<file path="src/rtl/gate_vector_checker_settle_timer.sv">
// Loadable down-counter with zero flag; paces how long each vector is held.
module settle_timer #(
  parameter int unsigned Width = 2
) (
  input  logic             clk,
  input  logic             rst,
  input  logic             load_i,
  input  logic [Width-1:0] load_val_i,
  input  logic             dec_i,
  output logic             zero_o
);

  logic [Width-1:0] cnt_q, cnt_d;

  always_comb begin
    cnt_d = cnt_q;
    if (load_i) begin
      cnt_d = load_val_i;
    end else if (dec_i && (cnt_q != '0)) begin
      cnt_d = cnt_q - Width'(1);
    end
  end

  always_ff @(posedge clk or posedge rst) begin
    if (rst) begin
      cnt_q <= '0;
    end else begin
      cnt_q <= cnt_d;
    end
  end

  assign zero_o = (cnt_q == '0);

endmodule

</file>
<file path="config.mk">
export PLATFORM = sky130hd
export DESIGN_NAME = settle_timer
export DESIGN_NICKNAME = d
export VERILOG_FILES = /design/src/rtl/gate_vector_checker_settle_timer.sv
export SDC_FILE = /design/constraint.sdc
export NUM_CORES = 1
export LEC_CHECK = 0
export ABC_AREA = 1
export ABC_CLOCK_PERIOD_IN_PS = 1200
export BUFFER_PORTS_ARGS = -buffer_cell sky130_fd_sc_hd__buf_2
export CAP_MARGIN = 30
export CORE_AREA = 2 2 39 41
export DETAILED_ROUTE_END_ITERATION = 16
export DIE_AREA = 0 0 41 43
export GPL_TIMING_DRIVEN = 0
export PLACE_DENSITY = 0.3
export SYNTH_ARGS = -nofsm -noshare
export SYNTH_HDL_FRONTEND = slang
export SYNTH_SLANG_ARGS = --single-unit
</file>
<file path="constraint.sdc">
create_clock -name clk -period 1.2 [get_ports clk]
set_clock_uncertainty 0.2 [all_clocks]
set_input_delay 0.06 -clock clk [delete_from_list [all_inputs] [get_ports clk]]
set_output_delay 0.06 -clock clk [all_outputs]
set_load 0.05 [all_outputs]
</file>
# Word-level counts from Yosys, hierarchy flattened
# Cells that the tools add are included.
# totals
ff_bits,2
in_bits,6
word_cells,8
# classes
add_sub_neg,1
muxes,2
reduce_logical,4
# ops
op,n
$mux W2,2
$reduce_bool A2 Y1,2
$logic_not A2 Y1,1
$sub A2 B1 Y2 const B,1
$logic_and A1 B1 Y1,1

# Logic depth before layout (Yosys ltp)
# Gate-level depths: netlist of the first run.
# depth
depth_word,4
depth_mapped,7
depth_no_buf,7

# Worst setup path before layout of the first run
# OpenSTA, ideal clock, no wires.
# synth_path
path_kind,register -> register
start,register cnt_q[0]
end,register cnt_q[0]
arrival_ps,1211
t_required_ps,884
slack_ps,-327
path_stages_with_launch,8
cell_sequence,dfrtp_1 inv_1 ha_1 inv_1 nand2_1 nand2_1 nand2_1 nand2_1
# synth_between
elab_chain_cells,3
# synth_lines
element,line_no,text
"start, declared",13,"logic [Width-1:0] cnt_q, cnt_d;"
"start signal, assigned",28,cnt_q <= cnt_d;
$sub A2 B1 Y2 or $reduce_bool A2 Y1 (tied branches),"20, 19",
$mux W2 or $logic_and A1 B1 Y1 (tied branches),19,end else if (dec_i && (cnt_q != '0)) begin
$mux W2 or $reduce_bool A2 Y1 (tied branches),n/a,
# Several ways; a longest one is shown, not always the timed one. The select of a mux whose other input is x is not followed.
# A chain may end at the register's enable or synchronous reset.

# Worst setup path after layout of the first run
# layout_path
start,register cnt_q[0]
end,output zero_o
# layout_between
elab_chain_cells,1
# layout_lines
element,line_no,text
$logic_not A2 Y1,32,assign zero_o = (cnt_q == '0);
"end, declared",10,output logic zero_o
# No other way between the ends.

==> out/metrics.csv, run 1 <==
stage,metric,value,unit
outcome,status,finished with violations,
outcome,failing checks,negative setup slack,
finish,"most common cell after layout, fill and taps aside",nand2_1,
grt,vias in the first global route,169,
power_and_ir_drop,Pwr Density,1576,nW/µm²
worst_setup_path,WP buf/inv,2,
cts,"Clk pin slew, worst setup/hold paths",30,ps
worst_setup_path,FF-to-FF path depth,7,
run,maxcap violations,0,
finish,Top reg by flops,cnt_q,
route,DRC,0,
finish,FILL cells,148,
worst_setup_path,CP max stage delay,380,ps
sta,RSZ-0062 raised after global routing,yes,
finish,nets,44,
route,antenna-violating nets left,0,
synthesis,"Avg Cell Area, Syn",6.569,µm²
route,WL final,378,µm
grt,met3 Use GR,0.03141,
worst_setup_path,Critical Path AT,960,ps
sta,max-slew violations,0,
cts,CTS Buf Count,3,
worst_setup_path,Levels on crit path,3,
worst_setup_path,"delay-heaviest family, CP",flip-flops,
die,Die ar.,1763,µm²
route,DRT Pass-1 Iters,4,
synthesis,mapped cell area,131.4,µm²
grt,initial antenna violation count,0,
finish,top flop regs,cnt_q (2),
sta,crit path time final,1223,ps
finish,n_diodes,0,
die,initial core utilization,0.09494,
sta,period utilisation layout,1.019,
worst_setup_path,CP Data Required Time,940,ps
sta,setup tns final,-22.93,ps
grt,met2 Usage GRT,0.05938,
grt,largest net degree at the start of global routing,6,
synthesis,Yosys warning total,0,
synthesis,Syn Inst Count,20,
synthesis,Yosys cell types,7,
finish,Area Growth Syn to Fin,123.8,%
route,routed len/inst,7.412,µm
synthesis,sequential share of the synthesized area,0.3810,
placed_design,Placed Instances,42,
sta,Worst Tran Pin Value,153.1,ps
grt,layer with the highest usage,met4,
grt,first-pass GRT wire length,607,µm
worst_setup_path,Setup crit end kind,output port,
worst_hold_path,worst hold path class,input port to asynchronous set/reset pin,
finish,sequential cell area,50.05,µm²
power_and_ir_drop,Static Leak,0.1522,nW
finish,max reg flops,2,
die,Die Ht,43,µm
placed_design,port bufs,6,
cts,H-tree Lvls,1,
cts,CTS Sinks,2,
sta,hold slack,24.06,ps
grt,Congestion Overflow GR,0,
worst_setup_path,R2R Path Start,cnt_q[0],
cts,TritonCTS clock tree,built,
worst_setup_path,CP max FO,2,
worst_setup_path,Slowest cell on crit path,dfrtp_1,
cts,CTS root buf,clkbuf_4,
grt,GRT met1 Usage,0.06431,
sta,final-report hold violation count,0,
worst_setup_path,CP Launch Type,flop,
worst_setup_path,Crit Reg-Reg Endpoint,cnt_q[0],
cts,clock buffer depth,2,
route,Iter 0 DRT Violations,6,
sta,fmax,817.7,MHz
route,via count,164,
synthesis,Mapped Nets,27,
finish,share of cells above drive strength 1,0.4857,
sta,PnR worst setup slack,-22.93,ps
worst_setup_path,Critical Path End,zero_o,
synthesis,Yosys reg bits,2,
power_and_ir_drop,Max VDD drop,0.4546,mV
finish,"commonest cells after routing, fill and taps aside","nand2_1, dlygate4sd3_1, buf_2",
finish,area occupied by multi-input gates,85.08,µm²
die,core area,1384,µm²
finish,Finished Layout Cells,51,
sta,final setup fails,1,
worst_setup_path,"Cell Chain, Critical Path",inv_2 > ha_4 > buf_8,
grt,GRT Overall Usage,0.06024,
die,Die X,41,µm
worst_setup_path,crit path from,cnt_q[0],
die,number of top-level pins,7,
sta,Slew Limit Headroom,0.8969,
worst_setup_path,Worst R2R Setup Slack,30,ps
placed_design,Final Wtd Congestion,0.5854,
route,Vias/cell,3.216,
die,row cnt,14,
worst_setup_path,CP Class,flop to output port,
cts,Worst-Skew Late Latency,230,ps
[metal layers]
layer	share of wire	wire length, µm
met5	0	0
met4	0.040	15
met3	0.066	25
met2	0.40	150
met1	0.49	186
[area by class of cell]
cell class                 instances  area share
multi-input combinational         13      0.2894
inverter                           5     0.06383
tap                               16     0.06809
timing repair buffer              12      0.3319
sequential                         2      0.1702
clock buffer                       3     0.07660
[power breakdown]
part | total [mW] | switching [mW] | internal, mW
Clock | 0.152 | 0.0417 | 0.111
Sequential | 0.0979 | 0.0126 | 0.0853
Combinational | 0.213 | 0.111 | 0.102
Total | 0.463 | 0.165 | 0.298
[metrics by stage]
step	util	worst slack, ps	total power [mW]	instance area [µm²]
floorplan	-	-45.16	0.2301	146.4
global placement	0.1420	10.72	0.2462	196.4
detailed placement	0.1420	5.079	0.2525	196.4
CTS	0.2089	-37.77	0.4700	289.0
global route	0.2125	-73.54	0.5167	294.0
finish	0.2125	-22.93	0.4634	294.0
[cells by family after synthesis]
kind of cell             synth area share
AND/OR/NAND/NOR                    0.3048
adder cells (fa/ha/maj)           0.09522
flip-flops                         0.3810
AO/OA/AOI/OAI                     0.07619
buffers and inverters              0.1428
[repair_timing]
action | 4_1_cts | 5_1_grt
endpoints found under the hold margin | 4 | 0
buffers inserted | 1 | 0
hold buffers | 5 | 0
pin swaps | 0 | 4
gates resized for setup | 4 | 2
endpoints found under the setup margin | 2 | 3
[Yosys cell counts]
cell type  n  area [µm²]
dfrtp_1    2       50.05
ha_1       1       12.51
inv_1      4       15.01
inv_2      1       3.750
nand2_1    8       30.03
nand3_1    2       10.01
o21ai_0    2       10.01
[tightest hold or removal path: cells and delay by family]
family | cells | cell delay [ps]
buf+inv | 3 | 710
[worst min-delay path by stage]
stage | start | end | slack (ps)
final | rst | cnt_q[0] | 20
after global routing | rst | cnt_q[1] | 4
after CTS | rst | cnt_q[0] | 10
after detailed placement | rst | cnt_q[1] | -290
after global placement | rst | cnt_q[1] | -290
after floorplan | rst | cnt_q[0] | -400
(Power assumes the default switching activity.)
==> run 2, diff against run 1 <==
--- a/config.mk
+++ b/config.mk
@@ -17,3 +17,4 @@
 export SYNTH_ARGS = -nofsm -noshare
 export SYNTH_HDL_FRONTEND = slang
 export SYNTH_SLANG_ARGS = --single-unit
+export TNS_END_PERCENT = 5
==> out/metrics.csv, run 2 (synthesis results as in run 1) <==
stage,metric,value,unit
outcome,status,finished with violations,
outcome,failing checks,negative setup slack,
power_and_ir_drop,Max VDD drop,0.4546,mV
sta,setup tns final,-22.93,ps
worst_setup_path,CP Data Required Time,940,ps
finish,Top reg by flops,cnt_q,
die,row cnt,14,
route,antenna-violating nets left,0,
finish,nets,44,
cts,CTS Buf Count,3,
finish,top flop regs,cnt_q (2),
grt,largest net degree at the start of global routing,6,
worst_setup_path,Setup crit end kind,output port,
route,via count,160,
finish,share of cells above drive strength 1,0.4857,
route,WL final,380,µm
finish,Post-Layout Inst Area,294.0,µm²
sta,Worst Tran Pin Value,153.1,ps
sta,period utilisation layout,1.019,
route,Iter 0 DRT Violations,5,
die,number of top-level pins,7,
power_and_ir_drop,Design Power,0.4632,mW
worst_setup_path,Critical Path End,zero_o,
worst_setup_path,CP Launch Type,flop,
worst_hold_path,worst hold path class,input port to asynchronous set/reset pin,
worst_setup_path,Crit Reg-Reg Endpoint,cnt_q[0],
grt,GRT Overall Usage,0.06024,
run,maxcap violations,0,
placed_design,pre-CTS WS,5.079,ps
power_and_ir_drop,Pwr Density,1575,nW/µm²
route,routed len/inst,7.451,µm
route,DRC,0,
die,Die X,41,µm
cts,CTS Sinks,2,
worst_setup_path,Worst R2R Setup Slack,30,ps
sta,hold slack,24.06,ps
grt,vias in the first global route,169,
worst_setup_path,Critical Path AT,960,ps
grt,Congestion Overflow GR,0,
sta,crit path time final,1223,ps
grt,initial antenna violation count,0,
placed_design,Placed Area,196.4,µm²
die,Die Ht,43,µm
finish,post-layout util,0.2125,
cts,clock buffer depth,2,
cts,H-tree Lvls,1,
route,Vias/cell,3.137,
sta,final-report hold violation count,0,
sta,Slew Limit Headroom,0.8969,
die,initial core utilization,0.09494,
die,Die ar.,1763,µm²
sta,PnR worst setup slack,-22.93,ps
cts,CTS root buf,clkbuf_4,
cts,TritonCTS clock tree,built,
power_and_ir_drop,Static Leak,0.1522,nW
placed_design,port bufs,6,
die,core area,1384,µm²
finish,max reg flops,2,
finish,"commonest cells after routing, fill and taps aside","nand2_1, dlygate4sd3_1, buf_2",
worst_setup_path,FF-to-FF path depth,7,
sta,max-slew violations,0,
placed_design,Final Wtd Congestion,0.5854,
sta,fmax,817.7,MHz
finish,n_diodes,0,
finish,"most common cell after layout, fill and taps aside",nand2_1,
worst_setup_path,CP max FO,2,
worst_setup_path,CP Class,flop to output port,
cts,Worst-Skew Late Latency,230,ps
grt,first-pass GRT wire length,607,µm
route,DRT Pass-1 Iters,3,
finish,Area Growth Syn to Fin,123.8,%
worst_setup_path,crit path from,cnt_q[0],
cts,"Clk pin slew, worst setup/hold paths",30,ps
finish,Finished Layout Cells,51,
placed_design,Placed Instances,42,
worst_setup_path,R2R Path Start,cnt_q[0],
sta,final setup fails,1,
sta,RSZ-0062 raised after global routing,yes,
-- run 2: cell counts in the layout (fill, tap and decap cells not counted) --
Identical to the previous run, type by type.
-- run 2: area by class of cell --
class / instances / area (µm²)
Tap cell: 16 / 20.02
Timing Repair Buffer: 12 / 97.59
Sequential cell: 2 / 50.05
Inverter: 5 / 18.77
Fill cell: 148 / 1090
Clock buffer: 3 / 22.52
Multi-Input combinational cell: 13 / 85.08
-- run 2: worst max-delay path: stages (launching register included) --
cell,delay (ps)
dfrtp_1,380
inv_2,70
ha_4,140
buf_8,140
-- run 2: where the power goes --
group	switching (mW)	internal, mW	leakage [nW]
Combinational	0.111	0.102	0.114
Clock	0.0417	0.111	0.0138
Sequential	0.0125	0.0853	0.0244
-- run 2: repair_timing --
item / 4_1_cts / 5_1_grt
pin swaps: 0 / 3
hold buffers: 5 / 0
endpoints found under the hold margin: 4 / 0
gates resized for setup: 4 / 2
buffers inserted: 1 / 0
setup endpoints to repair: 2 / 3
-- run 2: how the worst min path moves through the flow --
stage | from | endpoint | slack [ps] | cells past startpoint
after floorplan | rst | cnt_q[0] | -400 | 1
after global placement | rst | cnt_q[1] | -290 | 2
after detailed placement | rst | cnt_q[1] | -290 | 2
after CTS | rst | cnt_q[0] | 10 | 3
after global routing | rst | cnt_q[1] | 4 | 3
final | rst | cnt_q[0] | 20 | 3
-- run 2: per-layer routing --
metal / vias up / track usage / routed length, µm
li1: 90 / - / -
met1: 59 / 0.06431 / 189
met2: 9 / 0.05938 / 149
met3: 2 / 0.03141 / 25
met4: 0 / 0.1000 / 15
met5: - / 0 / 0
